==> src/rtl/cl.sv <==
// Camera Link Full-configuration receiver front end.
// Registers the pins once, qualifies pixel beats by frame and line valid,
// marks start of frame and start of line, and measures line and frame size.
// Sticky flags report X/Y/Z line-valid skew and lines of unequal length.
module cl (
   input  logic        cl_x_pclk,
   input  logic        reset,
   input  logic        cl_fval,
   input  logic        cl_x_lval,
   input  logic        cl_y_lval,
   input  logic        cl_z_lval,
   input  logic [7:0]  cl_port_a,
   input  logic [7:0]  cl_port_b,
   input  logic [7:0]  cl_port_c,
   input  logic [7:0]  cl_port_d,
   input  logic [7:0]  cl_port_e,
   input  logic [7:0]  cl_port_f,
   input  logic [7:0]  cl_port_g,
   input  logic [7:0]  cl_port_h,
   input  logic [7:0]  cl_port_i,
   input  logic [7:0]  cl_port_j,
   input  logic        err_clr,
   output logic [79:0] pix_data,
   output logic        pix_valid,
   output logic        pix_sof,
   output logic        pix_sol,
   output logic [15:0] line_beats,
   output logic [15:0] frame_lines,
   output logic [31:0] frame_cnt,
   output logic        err_lval,
   output logic        err_len,
   output logic [7:0]  GPIO_LED
);

   logic        fval_s;
   logic        lval_s;
   logic        y_lval_s;
   logic        z_lval_s;
   logic [79:0] data_s;
   logic        s0_valid;

   logic        fval_d;
   logic        idle_seen;
   logic        in_frame;
   logic        sof_pending;
   logic        active_d;
   logic [15:0] beat_cnt;
   logic [15:0] line_cnt;
   logic [15:0] first_len;

   logic        frame_start;
   logic        in_frame_now;
   logic        active;
   logic        line_start;
   logic        line_end;
   logic        frame_end;
   logic        sof_now;
   logic [15:0] lines_done;
   logic        err_lval_set;
   logic        err_len_set;

   // Input stage s0: every pin is registered once before any decision uses it.
   always_ff @(posedge cl_x_pclk or negedge reset) begin
      if (!reset) begin
         fval_s   <= 1'b0;
         lval_s   <= 1'b0;
         y_lval_s <= 1'b0;
         z_lval_s <= 1'b0;
         data_s   <= '0;
         s0_valid <= 1'b0;
      end else begin
         fval_s   <= cl_fval;
         lval_s   <= cl_x_lval;
         y_lval_s <= cl_y_lval;
         z_lval_s <= cl_z_lval;
         data_s   <= {cl_port_j, cl_port_i, cl_port_h, cl_port_g, cl_port_f,
                      cl_port_e, cl_port_d, cl_port_c, cl_port_b, cl_port_a};
         s0_valid <= 1'b1;
      end
   end

   // A frame only opens on an fval rise seen after fval was low, so a frame
   // already running when reset lifts is skipped entirely.
   always_comb begin
      frame_start  = fval_s & ~fval_d & idle_seen;
      in_frame_now = frame_start | (in_frame & fval_s);
      active       = in_frame_now & lval_s;
      line_start   = active & ~active_d;
      line_end     = active_d & ~active;
      frame_end    = in_frame & ~fval_s;
      sof_now      = active & (frame_start | sof_pending);
      lines_done   = line_cnt;
      if (line_end && line_cnt != 16'hFFFF) begin
         lines_done = line_cnt + 16'd1;
      end
      err_lval_set = fval_s & ((y_lval_s != lval_s) | (z_lval_s != lval_s));
      err_len_set  = line_end & (line_cnt != 16'd0) & (beat_cnt != first_len);
   end

   // Frame/line tracking state and the registered pixel output stage.
   always_ff @(posedge cl_x_pclk or negedge reset) begin
      if (!reset) begin
         fval_d      <= 1'b0;
         idle_seen   <= 1'b0;
         in_frame    <= 1'b0;
         sof_pending <= 1'b0;
         active_d    <= 1'b0;
         pix_data    <= '0;
         pix_valid   <= 1'b0;
         pix_sof     <= 1'b0;
         pix_sol     <= 1'b0;
      end else begin
         fval_d      <= fval_s;
         idle_seen   <= idle_seen | (s0_valid & ~fval_s);
         in_frame    <= in_frame_now;
         sof_pending <= (frame_start | sof_pending) & in_frame_now & ~active;
         active_d    <= active;
         pix_valid   <= active;
         pix_sof     <= sof_now;
         pix_sol     <= line_start;
         if (active) begin
            pix_data <= data_s;
         end
      end
   end

   // Beat, line and frame counters; a line cut by fval falling is closed
   // before the frame so it lands in frame_lines.
   always_ff @(posedge cl_x_pclk or negedge reset) begin
      if (!reset) begin
         beat_cnt    <= '0;
         line_cnt    <= '0;
         first_len   <= '0;
         line_beats  <= '0;
         frame_lines <= '0;
         frame_cnt   <= '0;
      end else begin
         if (line_start) begin
            beat_cnt <= 16'd1;
         end else if (active && beat_cnt != 16'hFFFF) begin
            beat_cnt <= beat_cnt + 16'd1;
         end
         if (line_end) begin
            line_beats <= beat_cnt;
            if (line_cnt == 16'd0) begin
               first_len <= beat_cnt;
            end
         end
         if (frame_end) begin
            frame_lines <= lines_done;
            frame_cnt   <= frame_cnt + 32'd1;
            line_cnt    <= '0;
         end else begin
            line_cnt <= lines_done;
         end
      end
   end

   // Sticky error flags; a new error in the clearing cycle keeps the flag set.
   always_ff @(posedge cl_x_pclk or negedge reset) begin
      if (!reset) begin
         err_lval <= 1'b0;
         err_len  <= 1'b0;
      end else begin
         err_lval <= err_lval_set | (err_lval & ~err_clr);
         err_len  <= err_len_set | (err_len & ~err_clr);
      end
   end

   assign GPIO_LED = {fval_s, lval_s, err_lval | err_len, frame_cnt[4:0]};

endmodule

==> config.mk <==
export PLATFORM = sky130hd
export DESIGN_NAME = cl
export DESIGN_NICKNAME = d
export VERILOG_FILES = /design/src/rtl/cl.sv
export SDC_FILE = /design/constraint.sdc
export NUM_CORES = 1
export LEC_CHECK = 0
export ABC_AREA = 1
export CAP_MARGIN = 20
export CORE_ASPECT_RATIO = 0.9
export CORE_MARGIN = 1.5
export CORE_UTILIZATION = 55
export DETAILED_ROUTE_END_ITERATION = 16
export PLACE_DENSITY = 0.82
export REMOVE_ABC_BUFFERS = 1
export SLEW_MARGIN = 0
export SYNTH_ARGS = -nofsm -noshare
export SYNTH_HDL_FRONTEND = slang
export SYNTH_SLANG_ARGS = --single-unit
==> constraint.sdc <==
create_clock -name cl_x_pclk -period 4.62 [get_ports cl_x_pclk]
set_input_delay 0.462 -clock cl_x_pclk [delete_from_list [all_inputs] [get_ports cl_x_pclk]]
set_output_delay 0.462 -clock cl_x_pclk [all_outputs]
set_load 0.02 [all_outputs]
### Yosys cells after proc, flatten, opt, wreduce, memory -nomap -nowiden

Index checks and enable logic that the tools add are counted.

* bits in registers: 286
* memory bits (read-only): 0
* output and inout bits: 157
* RAM bits: 0
* latch bits: 0
* memories kept: 0

* bitwise gates (word level): 28
* multiplexer cells: 4
* $mul: 0
* order comparisons: 0
* shift operators: 0
* div/mod/pow operators: 0
* reduce and logical (&&, ||, !) cells: 6
* eq/ne operators: 5
* $add $sub $neg: 3

Operator list (number)
* $mux 16: 4
* $add 16x1->16 const B: 2
* $add 32x1->32 const B: 1
* $ne 16x16->1 const B: 2
* $and 1x1->1: 16
* $logic_not 16->1: 1
* $ne 16x16->1: 1
* $reduce_bool 16->1: 1
* $or 1x1->1: 7
* $not 1->1: 5
* $logic_and 1x1->1: 2
* $ne 1x1->1: 2
* $reduce_and 2->1: 1
* $reduce_bool 2->1: 1

### Logic depth before layout (Yosys ltp)

Gate-level depths: netlist of run 1.

* word-level depth: 10
* depth in mapped cells: 11
* depth with buffers taken out: 11

### Worst setup path after synthesis of run 1

OpenSTA, ideal clock, no wires.

* path kind: reg-to-reg
* start point: register line_cnt[0]
* end point: register frame_lines[0]
* cell stages (with the launch flop): 12
* data arrival time: 1.455 ns
* buffers on the path: 1
* setup slack: 3.048 ns
* clock period less this slack: 1.572 ns
* cells stage by stage: dfrtp_1 -> ha_1 -> nand2_1 -> nor2_4 -> nand2_4 -> nor2_4 -> inv_2 -> nand2_4 -> buf_12 -> nand2_1 -> nand3_1 -> nand2_1

* word-level cells in the longest chain between the ends: 3
* elaborated cells on any way between the ends: 4
* classes of those cells: add/sub (1); eq/ne (1); mux (1); reduce/logical (1)

Ends and longest elaborated chain
* from (decl): RTL line 48 `logic [15:0] line_cnt;`
* from (signal assigned): RTL line 154 `line_cnt <= lines_done;`
* parallel branches: the longest is 2 deep, another holds $add 16x1->16
* $mux 16 *: RTL line 93 `if (line_end && line_cnt != 16'hFFFF) begin`
* to (signal assigned): RTL line 150 `frame_lines <= lines_done;`
* to (decl): RTL line 28 `output logic [15:0] frame_lines,`

Every way passes the cells marked *.
A chain may end at the register's enable or synchronous reset.

==> results of run 1 <==
-- final cells by class --
type                            count  area, um2
Antenna cell                        1      2.502
Clock buffer                       43      848.3
Clock inverter                      5      77.57
Fill cell                        1408       5291
Inverter                           72      271.5
Multi-Input combinational cell    806       3701
Sequential cell                   286       7157
Tap cell                          255      319.1
Timing Repair Buffer              249       2502
-- power groups by stage --
stage               clock network (mW)  registers (mW)  logic [mW]
global route                      2.42            3.05        1.53
finish                            2.27            3.01        1.42
CTS                               2.31            3.01        1.43
global placement                     0            3.03        1.39
floorplan                            0            3.31       0.375
detailed placement                   0            3.04        1.42
-- sequential cells by signal (all words and copies together), names as in the netlist, 16 cells and up --
signal,count
line_cnt,16
data_s,80
first_len,16
line_beats,16
pix_data,80
frame_lines,16
frame_cnt,32
beat_cnt,16
-- cell families after synthesis --
family	share of synthesized area, %
AND/OR/NAND/NOR	25.31
flip-flops	62.70
buffers and inverters	4.878
AO/OA/AOI/OAI	2.653
XOR/XNOR	3.990
adder cells (fa/ha/maj)	0.4385
other	0.03285
-- cells in the mapped netlist --
master                       n
sky130_fd_sc_hd__nand2_2    15
sky130_fd_sc_hd__xnor2_1    19
sky130_fd_sc_hd__nor2_4      7
sky130_fd_sc_hd__buf_12      1
sky130_fd_sc_hd__buf_2       7
sky130_fd_sc_hd__xor2_1     33
sky130_fd_sc_hd__inv_1      66
sky130_fd_sc_hd__o21ai_1     5
sky130_fd_sc_hd__and2_1      1
sky130_fd_sc_hd__conb_1      1
sky130_fd_sc_hd__o32ai_1     1
sky130_fd_sc_hd__nand3_2     1
sky130_fd_sc_hd__nand4_1    18
sky130_fd_sc_hd__clkinv_2    1
sky130_fd_sc_hd__inv_2       5
sky130_fd_sc_hd__buf_4      19
sky130_fd_sc_hd__nand3b_1    3
sky130_fd_sc_hd__ha_1        4
sky130_fd_sc_hd__buf_1      10
sky130_fd_sc_hd__nand3_1    62
sky130_fd_sc_hd__or2_2       1
sky130_fd_sc_hd__nand2_4     4
sky130_fd_sc_hd__clkbuf_1    3
sky130_fd_sc_hd__dfrtp_1   286
sky130_fd_sc_hd__nor3_1      6
sky130_fd_sc_hd__a21oi_1     3
sky130_fd_sc_hd__o21ai_0    49
sky130_fd_sc_hd__clkbuf_2    1
sky130_fd_sc_hd__nor2_1     86
sky130_fd_sc_hd__nor2_2      4
sky130_fd_sc_hd__a21oi_2     1
sky130_fd_sc_hd__nor2_8      1
sky130_fd_sc_hd__nand2_1   481
sky130_fd_sc_hd__buf_6       3
-- stage by stage --
stage	hold slack (ps)	instance area [um2]	worst slack (ps)	utilization (%)
floorplan	166.4	11130	1789	-
global placement	419.4	13940	2455	69.09
detailed placement	425.1	13940	2376	69.09
CTS	22.51	14860	2102	73.68
global route	59.56	14880	2057	73.77
finish	-28.51	14880	2119	73.77
-- worst register-to-register path: cells and delay by family, from the launching register on --
kind | cells | cell delay (ps)
DFF | 1 | 460
and+or+nand+nor | 7 | 1460
AOI/OAI and AO/OA | 1 | 140
-- routing by layer --
metal  share of wire [%]  routed length, um  vias to the layer above
li1                    -                  -                     4210
met1                  41              10930                     4214
met2                  48              12750                      276
met3                 6.1               1613                       74
met4                 4.2               1120                        0
met5                   0                  0                        -
-- worst min path at each step --
stage	startpoint	to	slack, ps
after global placement	data_s[7]	pix_data[7]	420
after CTS	reset	pix_data[59]	20
final	reset	data_s[55]	-30
after floorplan	reset	active_d	170
after detailed placement	data_s[76]	pix_data[76]	430
after global routing	reset	pix_data[59]	60
==> results.md, run 1 <==
* Path type of the worst min-delay path: primary input to asynchronous set/reset pin
* Slowest CP cell: sky130_fd_sc_hd__dfrtp_1
* Vias in the first global route at 8725
* Gate count after technology mapping at 1208
* Slew headroom at 40.75%
* Sum of internal, switching and leakage power at 6.695 mW
* Leading post-synthesis cells by cell area: sky130_fd_sc_hd__dfrtp_1 63%, sky130_fd_sc_hd__nand2_1 16%, sky130_fd_sc_hd__nor2_1 2.8%
* Critical path depth at 1
* RD Place Congestion at 0.8906
* Chain of cells forming the critical path: clkdlybuf4s50_1
* Reported max-cap violation count at 0
* Portion of total power attributed to combinational logic at 21.2%
* Number of endpoints failing setup at the final stage at 0
* Global-route wire length before repair at 43.27 mm
* Final Cycle Share at 54.13%
* Critical path endpoint: pix_valid
* Iteration-0 DRC count of the detailed router at 615
* Final Max Slew Viols at 0
* Switching Share at 28.44%
* Part of the total power dissipated in sequential elements at 45.0%
* Endpoint of the lowest-slack register-to-register path: frame_cnt[26]
* Share of synthesized area occupied by flip-flops and latches at 62.70%
* Transition at the pin with the smallest max-transition slack at 888.8 ps
* Global routing usage summed across all routing layers at 25.00%
* Critical path startpoint category: flip-flop
* Sinks on Clock Net at 286
* Cell total after placement at 1667
* GR met1 Demand/Resource at 32.49%
* Growth of design area from synthesis to finish at 30.35%
* DR WL/cell at 15.39 um
* Register-to-Register Path Depth at 8
* Leak at 7.107 nW
* Biggest cell delay along the critical path at 770 ps
* Fraction of met2 tracks used by global routing at 40.99%
* Quantity of hold-fixing buffers added after cts at 0
* Crit path kind: flip-flop to output port
* Count of synthesis-stage warnings from yosys at 0
* Nets at 1534
* Die H at 139.7 um
* Most frequent cells in the layout: 481 x sky130_fd_sc_hd__nand2_1, 286 x sky130_fd_sc_hd__dfrtp_1, 242 x sky130_fd_sc_hd__clkdlybuf4s50_1
* Type of destination of the critical path: output port
* Max rail drop VDD at 336.2 uV
* Setup total negative slack at 0 ps
* Cell type group with the largest total delay on the critical path: flip-flops
* Largest net degree at the start of global routing at 123
* Endpoint required time on the critical path at 4160 ps
* Via-to-Cell Ratio at 5.110
* Number of synthesized register bits at 286
* Largest fanout on the critical path at 19
* Longest Clk Path Bufs at 3
* Initial Utilization at 56.59%
* Met3 usage in global routing at 5.419%
* Number of buffers added by the clock tree synthesis step at 28
* Number of core rows at 49
* Synth top area share at 62.70%
* Level count of the clock H-tree at 1
* Post-route worst hold slack at -28.51 ps
* Cell area after synthesis at 11410 um2
* Cell type contributing the most total cell area after synthesis: sky130_fd_sc_hd__dfrtp_1
* Remaining routing DRC violations at 0
* Power dissipated by switching net loads at 1.904 mW
* Power density over the cells at 449.9 nW/um2
* Io pins at 244
* TritonCTS clock tree: built
* Clock tree skew after final layout at 18.28 ps
* Peak-usage layer in the global routing report: met2
* Number of setup buffers added after CTS at 0
* Part of the power in the clock network at 33.8%
* Unrepaired setup endpoints after global routing: no
* Buf/Inv on CP at 1
* Total wirelength of the detailed-routed design at 26.42 mm
* Clock slew seen by the registers of the worst setup and hold paths at 60 ps
* Die area at 21630 um2
* Fraction of final layout cells sized beyond drive strength 1 at 6.023%
* Root buffer cell: sky130_fd_sc_hd__clkbuf_16
* Post-CTS Resized at 0
* Number of antenna-violating nets in the routed design at 0
* Standard cell core area at 20170 um2
* Shortest clock period the worst path allows after layout at 2501 ps
* Status: complete, but fails checks
* Count of buffers from port buffering at 243
* Final cell count without fillers at 1717
* Global-route congestion overflow total at 0
* Via total after detailed routing at 8774
* Violated checks: hold timing
* Leading cell type in the layout, fill and taps excluded: sky130_fd_sc_hd__nand2_1
* Source-to-sink clock delay at the later pin of the worst-skew pair at 530 ps
* Internal power summed over all cells at 4.791 mW
* Worst setup slack for register-to-register paths at 2440 ps
* Post-Syn Area per Cell at 9.449 um2
* CP startpoint: active_d
* Chip width at 154.9 um
* Total half-perimeter wirelength after legalization and detailed placement at 18.10 mm
* Maximum operating frequency at 0.3998 GHz
* Iteration count of the initial detailed-routing pass at 6
* Number of antenna violations at the first check in global routing at 1
* Distinct cell type count of the synthesized netlist at 34
* Final count of hold timing violations at 25
* Endpoint arrival time on the critical path at 2040 ps
* Critical register-to-register path startpoint: fval_s
Note: power is estimated with default switching activity, not from simulation.
==> run 2: changes to the inputs <==
--- a/config.mk
+++ b/config.mk
@@ -9,9 +9,9 @@
 export CAP_MARGIN = 20
 export CORE_ASPECT_RATIO = 0.9
 export CORE_MARGIN = 1.5
-export CORE_UTILIZATION = 55
+export CORE_UTILIZATION = 51
 export DETAILED_ROUTE_END_ITERATION = 16
-export PLACE_DENSITY = 0.82
+export PLACE_DENSITY = 0.77
 export REMOVE_ABC_BUFFERS = 1
 export SLEW_MARGIN = 0
 export SYNTH_ARGS = -nofsm -noshare
==> constraint.sdc (replaced) <==
create_clock -name cl_x_pclk -period 2.57 [get_ports cl_x_pclk]
set_input_delay 0.257 -clock cl_x_pclk [delete_from_list [all_inputs] [get_ports cl_x_pclk]]
set_output_delay 0.257 -clock cl_x_pclk [all_outputs]
set_load 0.02 [all_outputs]
==> run 2 against run 1 <==
Compared with the run above:
- the flow now finishes without violations
- sequential cell count unchanged
- power up 79%
- sequential share of layout area fell by 0.39 points
- global-route usage decreased by 1.9 points
- worst hold slack improved by 180 ps
- sequential power grew 80%
- combinational power up 80%
- clock skew fell by 1.5 ps
- critical path depth up 1
- clock power grew 78%
- cell count up 2.6%
- count of clock-buffer cells in the layout increased by 2
- critical path type unchanged
- largest power group unchanged
==> results.md, run 2 (same netlist as run 1, synthesis figures left out) <==
* Status: finished clean
* Final Cycle Share at 80.28%
* Portion of total power attributed to combinational logic at 21.3%
* Clock slew seen by the registers of the worst setup and hold paths at 60 ps
* Via-to-Cell Ratio at 4.938
* Vias in the first global route at 8688
* Cell total after placement at 1709
* Via total after detailed routing at 8700
* Reported max-cap violation count at 0
* Final non-filler cell area at 15000 um2
* Growth of design area from synthesis to finish at 31.43%
* Global-route congestion overflow total at 0
* Source-to-sink clock delay at the later pin of the worst-skew pair at 540 ps
* Transition at the pin with the smallest max-transition slack at 910.3 ps
* Number of endpoints failing setup at the final stage at 0
* Max rail drop VDD at 590.5 uV
* Path type of the worst min-delay path: primary input to flip-flop
* Crit path kind: flip-flop to output port
* Maximum operating frequency at 0.4847 GHz
* Unrepaired setup endpoints after global routing: no
* Type of destination of the critical path: output port
* Root buffer cell: sky130_fd_sc_hd__clkbuf_16
* Largest fanout on the critical path at 18
* Post-CTS Resized at 0
* Nets at 1542
* Antenna cell count at 0
* Critical path startpoint category: flip-flop
* Initial Utilization at 52.30%
* Global routing usage summed across all routing layers at 23.11%
* Number of antenna-violating nets in the routed design at 0
* Global-route wire length before repair at 43.57 mm
* Leading cell type in the layout, fill and taps excluded: sky130_fd_sc_hd__nand2_1
* Final count of hold timing violations at 0
* Switching Share at 28.64%
* Internal power summed over all cells at 8.570 mW
* Remaining routing DRC violations at 0
* Chip width at 160.7 um
* Endpoint required time on the critical path at 2310 ps
* Sinks on Clock Net at 286
* Total half-perimeter wirelength after legalization and detailed placement at 18.17 mm
* Die H at 144.9 um
* Number of core rows at 51
* Standard cell core area at 21820 um2
* Shortest clock period the worst path allows after layout at 2063 ps
* Slew headroom at 39.31%
* Regs by FF count: data_s: 80 flops, pix_data: 80 flops, frame_cnt: 32 flops
* TritonCTS clock tree: built
* Endpoint arrival time on the critical path at 1810 ps
* Number of setup buffers added after CTS at 0
* Final Max Slew Viols at 0
* Number of antenna violations at the first check in global routing at 0
* Largest net degree at the start of global routing at 81
* Iteration-0 DRC count of the detailed router at 593
* Final cell count without fillers at 1762
* Fraction of final layout cells sized beyond drive strength 1 at 6.254%
* Leak at 7.148 nW
* Die area at 23290 um2
* Part of the total power dissipated in sequential elements at 45.1%
* Clock tree skew after final layout at 16.74 ps
* Count of buffers from port buffering at 243
* Power dissipated by switching net loads at 3.440 mW
* Part of the power in the clock network at 33.6%
* Post-route worst hold slack at 148.9 ps
* Number of buffers added by the clock tree synthesis step at 29
* Longest Clk Path Bufs at 3
* Total wirelength of the detailed-routed design at 26.32 mm
* Level count of the clock H-tree at 1
* Power density over the cells at 800.6 nW/um2
* DR WL/cell at 14.93 um
* Iteration count of the initial detailed-routing pass at 5
* RD Place Congestion at 0.9046
* Io pins at 244
* Standard cell area after detailed placement at 14060 um2
* Most frequent cells in the layout: 481 x sky130_fd_sc_hd__nand2_1, 286 x sky130_fd_sc_hd__dfrtp_1, 242 x sky130_fd_sc_hd__clkdlybuf4s50_1
[run 2: final timing paths]
path / cells past startpoint / end / slack (ps) / start
worst max-delay path: 2 / pix_valid / 510 / active_d
worst min-delay path: 1 / data_s[72] / 150 / cl_port_j[0]
worst max register to register: 8 / first_len[8] / 530 / fval_s
worst min register to register: 2 / pix_data[65] / 430 / data_s[65]
max in group asynchronous: 3 / beat_cnt[10] / 1580 / reset
min in group asynchronous: 2 / frame_lines[13] / 270 / reset
[run 2: per-layer routing]
metal  part of all wire [%]  wire [um]  vias to the layer above  GRT usage (%)
met5                      0          0                        -              0
li1                       -          -                     4223              -
met3                    6.7       1756                       65          5.346
met4                    3.6        955                        0          8.102
met1                     43      11360                     4163          30.68
met2                     47      12240                      249          37.47
[run 2: critical path, cell delays in order, from the launching register on]
cell and delay [ps]:
sky130_fd_sc_hd__dfrtp_1 360, sky130_fd_sc_hd__buf_4 250, sky130_fd_sc_hd__clkdlybuf4s50_1 650
[run 2: power groups by stage]
stage / sequential (mW) / clock (mW) / combinational [mW]
4_1_cts: 5.41 / 4.14 / 2.58
6_report: 5.41 / 4.04 / 2.56
3_3_place_gp: 5.45 / 0 / 2.52
2_1_floorplan: 5.94 / 0 / 0.674
5_1_grt: 5.48 / 4.34 / 2.77
3_5_place_dp: 5.46 / 0 / 2.57
[run 2: layout make-up]
cell class	instances	area, um2
Clock buffer	45	825.8
Clock inverter	6	87.58
Fill cell	1695	6822
Inverter	72	271.5
Multi-Input combinational cell	806	3701
Sequential cell	286	7157
Tap cell	291	364.1
Timing Repair Buffer	256	2595
[run 2: metrics by stage]
| stage | setup slack [ps] | TNS (ps) | total power, mW | utilization, % |
|---|---|---|---|---|
| 6_report | 506.8 | 0 | 12.01 | 68.74 |
| 5_1_grt | 307.6 | 0 | 12.59 | 68.74 |
| 4_1_cts | 258.4 | 0 | 12.13 | 68.67 |
| 3_5_place_dp | 264.3 | 0 | 8.029 | 64.44 |
| 3_3_place_gp | 373.4 | 0 | 7.970 | 64.44 |
| 2_1_floorplan | -261.2 | -20350 | 6.616 | - |
[run 2: timing repair]
item	4_1_cts	5_1_grt
endpoints found under the hold margin	61	0
endpoints found under the setup margin	0	0
hold buffers	1	0
==> run 3: changes to the inputs <==
--- a/config.mk
+++ b/config.mk
@@ -9,9 +9,9 @@
 export CAP_MARGIN = 20
 export CORE_ASPECT_RATIO = 0.9
 export CORE_MARGIN = 1.5
-export CORE_UTILIZATION = 51
+export CORE_UTILIZATION = 46
 export DETAILED_ROUTE_END_ITERATION = 16
-export PLACE_DENSITY = 0.77
+export PLACE_DENSITY = 0.73
 export REMOVE_ABC_BUFFERS = 1
 export SLEW_MARGIN = 0
 export SYNTH_ARGS = -nofsm -noshare
==> constraint.sdc (replaced) <==
create_clock -name cl_x_pclk -period 1.72 [get_ports cl_x_pclk]
set_input_delay 0.172 -clock cl_x_pclk [delete_from_list [all_inputs] [get_ports cl_x_pclk]]
set_output_delay 0.172 -clock cl_x_pclk [all_outputs]
set_load 0.02 [all_outputs]
==> run 3 against run 2 <==
Compared with the run above:
- sequential cell count unchanged
- register-to-register slack got worse by 420 ps
- sequential share of layout area fell by 1.9 points
- core utilization down 4.5 points
- first-iteration DRC count is 5.4% higher
- largest cell class unchanged
- sequential power rose by 49%
- non-clock buffer count grew 42
- global-route usage decreased by 1.8 points
- design area up 4.2%
- highest routed layer unchanged
- power up 50%
- critical path depth down 1
==> results.md, run 3 (same netlist as run 1, synthesis figures left out) <==
* Status: finished clean
* Shortest clock period the worst path allows after layout at 1691 ps
* Area used by multi-input combinational logic at 3819 um2
* Global routing usage summed across all routing layers at 21.33%
* Final Max Slew Viols at 0
* Growth of design area from synthesis to finish at 36.97%
* Number of antenna-violating nets in the routed design at 0
* Setup total negative slack at 0 ps
* Iteration count of the initial detailed-routing pass at 5
* RD Place Congestion at 0.9207
* Sinks on Clock Net at 286
* Iteration-0 DRC count of the detailed router at 625
* Cell type group with the largest total delay on the critical path: buffers and inverters
* DR WL/cell at 15.17 um
* Transition at the pin with the smallest max-transition slack at 516.5 ps
* Count of buffers from port buffering at 243
* Number of buffers added by the clock tree synthesis step at 29
* Global-route wire length before repair at 44.15 mm
* Clock tree skew after final layout at 14.56 ps
* Leak at 8.239 nW
* Vias in the first global route at 8695
* Root buffer cell: sky130_fd_sc_hd__clkbuf_16
* Slew headroom at 65.44%
* Type of destination of the critical path: output port
* Leading cell type in the layout, fill and taps excluded: sky130_fd_sc_hd__nand2_1
* Source-to-sink clock delay at the later pin of the worst-skew pair at 550 ps
* Via-to-Cell Ratio at 4.911
* Nets at 1587
* Initial Utilization at 46.93%
* Chip width at 169.0 um
* Unrepaired setup endpoints after global routing: yes
* Via total after detailed routing at 8968
* Number of core rows at 54
* TritonCTS clock tree: built
* Total wirelength of the detailed-routed design at 27.71 mm
* Remaining routing DRC violations at 0
* Maximum operating frequency at 0.5913 GHz
* Chain of cells forming the critical path: clkdlybuf4s50_1
* Biggest cell delay along the critical path at 610 ps
* Endpoint required time on the critical path at 1550 ps
* Final Cycle Share at 98.33%
* Critical path startpoint category: flip-flop
* Number of antenna violations at the first check in global routing at 1
* Standard cell core area at 24320 um2
* Die H at 152.4 um
* Most frequent cells in the layout: 480 x sky130_fd_sc_hd__nand2_1, 286 x sky130_fd_sc_hd__dfrtp_1, 124 x sky130_fd_sc_hd__clkdlybuf4s50_1
* Largest fanout on the critical path at 2
* Fill cells at 1974
* Longest Clk Path Bufs at 3
* Final count of hold timing violations at 0
* Fraction of final layout cells sized beyond drive strength 1 at 10.22%
* Endpoint arrival time on the critical path at 1520 ps
* Dpl ws at -403.5 ps
* Slowest CP cell: sky130_fd_sc_hd__clkdlybuf4s50_1
* Total half-perimeter wirelength after legalization and detailed placement at 18.74 mm
* Global-route congestion overflow total at 0
* Final cell count without fillers at 1826
* Reported max-cap violation count at 0
* Cell total after placement at 1765
* Final setup slack of the worst path at 28.76 ps
* Number of endpoints failing setup at the final stage at 0
* Clock slew seen by the registers of the worst setup and hold paths at 70 ps
* Level count of the clock H-tree at 1
* Worst setup slack for register-to-register paths at 110 ps
* Largest net degree at the start of global routing at 83
* Combined flip-flop and latch cell area at 7157 um2
* Regs by FF count: data_s: 80 flops, pix_data: 80 flops, frame_cnt: 32 flops
* Max rail drop VDD at 973.8 uV
* Die area at 25770 um2
* Crit path kind: flip-flop to output port
* Io pins at 244
* Buf/Inv on CP at 1
* Power density over the cells at 1155 nW/um2
* Path type of the worst min-delay path: primary input to flip-flop
## run 3: worst paths after layout
path | start | endpoint | cells past startpoint
min in group asynchronous | reset | line_cnt[0] | 2
min | cl_port_d[1] | data_s[25] | 1
max in group asynchronous | reset | pix_data[10] | 3
min reg2reg | data_s[73] | pix_data[73] | 2
max | pix_data[65] | pix_data[65] | 1
max reg2reg | line_cnt[0] | frame_lines[12] | 11
## run 3: where the power goes
part | total, mW | leakage [nW] | switching, mW | internal, mW
Combinational | 3.72 | 4.14 | 2.15 | 1.57
Clock | 6.28 | 0.477 | 2.56 | 3.73
Sequential | 8.05 | 3.62 | 0.546 | 7.51
Total | 18.1 | 8.24 | 5.26 | 12.8
## run 3: worst reg2reg max path, stage by stage, from the launching register on
cell	delay, ps
sky130_fd_sc_hd__dfrtp_1	410
sky130_fd_sc_hd__ha_2	210
sky130_fd_sc_hd__nand2_2	70
sky130_fd_sc_hd__nor2_4	160
sky130_fd_sc_hd__nand2_4	80
sky130_fd_sc_hd__nor2_4	130
sky130_fd_sc_hd__nor2_4	60
sky130_fd_sc_hd__buf_12	140
sky130_fd_sc_hd__nand2_1	90
sky130_fd_sc_hd__nand2_1	50
sky130_fd_sc_hd__nand2_1	50
sky130_fd_sc_hd__nand2_1	50
## run 3: metrics by stage
step	total power, mW	cell area [um2]	utilization (%)	hold slack, ps
after detailed placement	12.07	14440	59.37	99.38
after global placement	11.98	14440	59.37	104.4
final	18.06	15640	64.28	56.21
after global routing	18.89	15640	64.28	47.12
after floorplan	9.886	11130	-	-123.6
after CTS	18.21	15350	63.12	36.98
## run 3: layout make-up
type	count	area share, %
Sequential cell	286	45.77
Multi-Input combinational cell	809	24.42
Timing Repair Buffer	298	19.41
Clock buffer	42	5.466
Tap cell	308	2.465
Inverter	72	1.769
Clock inverter	10	0.6802
Antenna cell	1	0.01601
## run 3: per-layer routing
layer	part of all wire [%]	wire length (um)	track usage [%]	vias to the layer above
li1	-	-	-	4326
met1	43	11920	28.38	4307
met2	47	13100	35.08	289
met3	6.9	1923	4.805	46
met4	2.8	762	6.405	0
met5	0	0	0	-
## run 3: timing repair
| action | in CTS | in global routing |
|---|---|---|
| endpoints found under the hold margin | 286 | 0 |
| hold buffers | 1 | 0 |
| gates resized for setup | 80 | 66 |
| cloned | 1 | 4 |
| setup buffers | 0 | 2 |
| endpoints found under the setup margin | 104 | 115 |
| pin swaps | 1 | 5 |
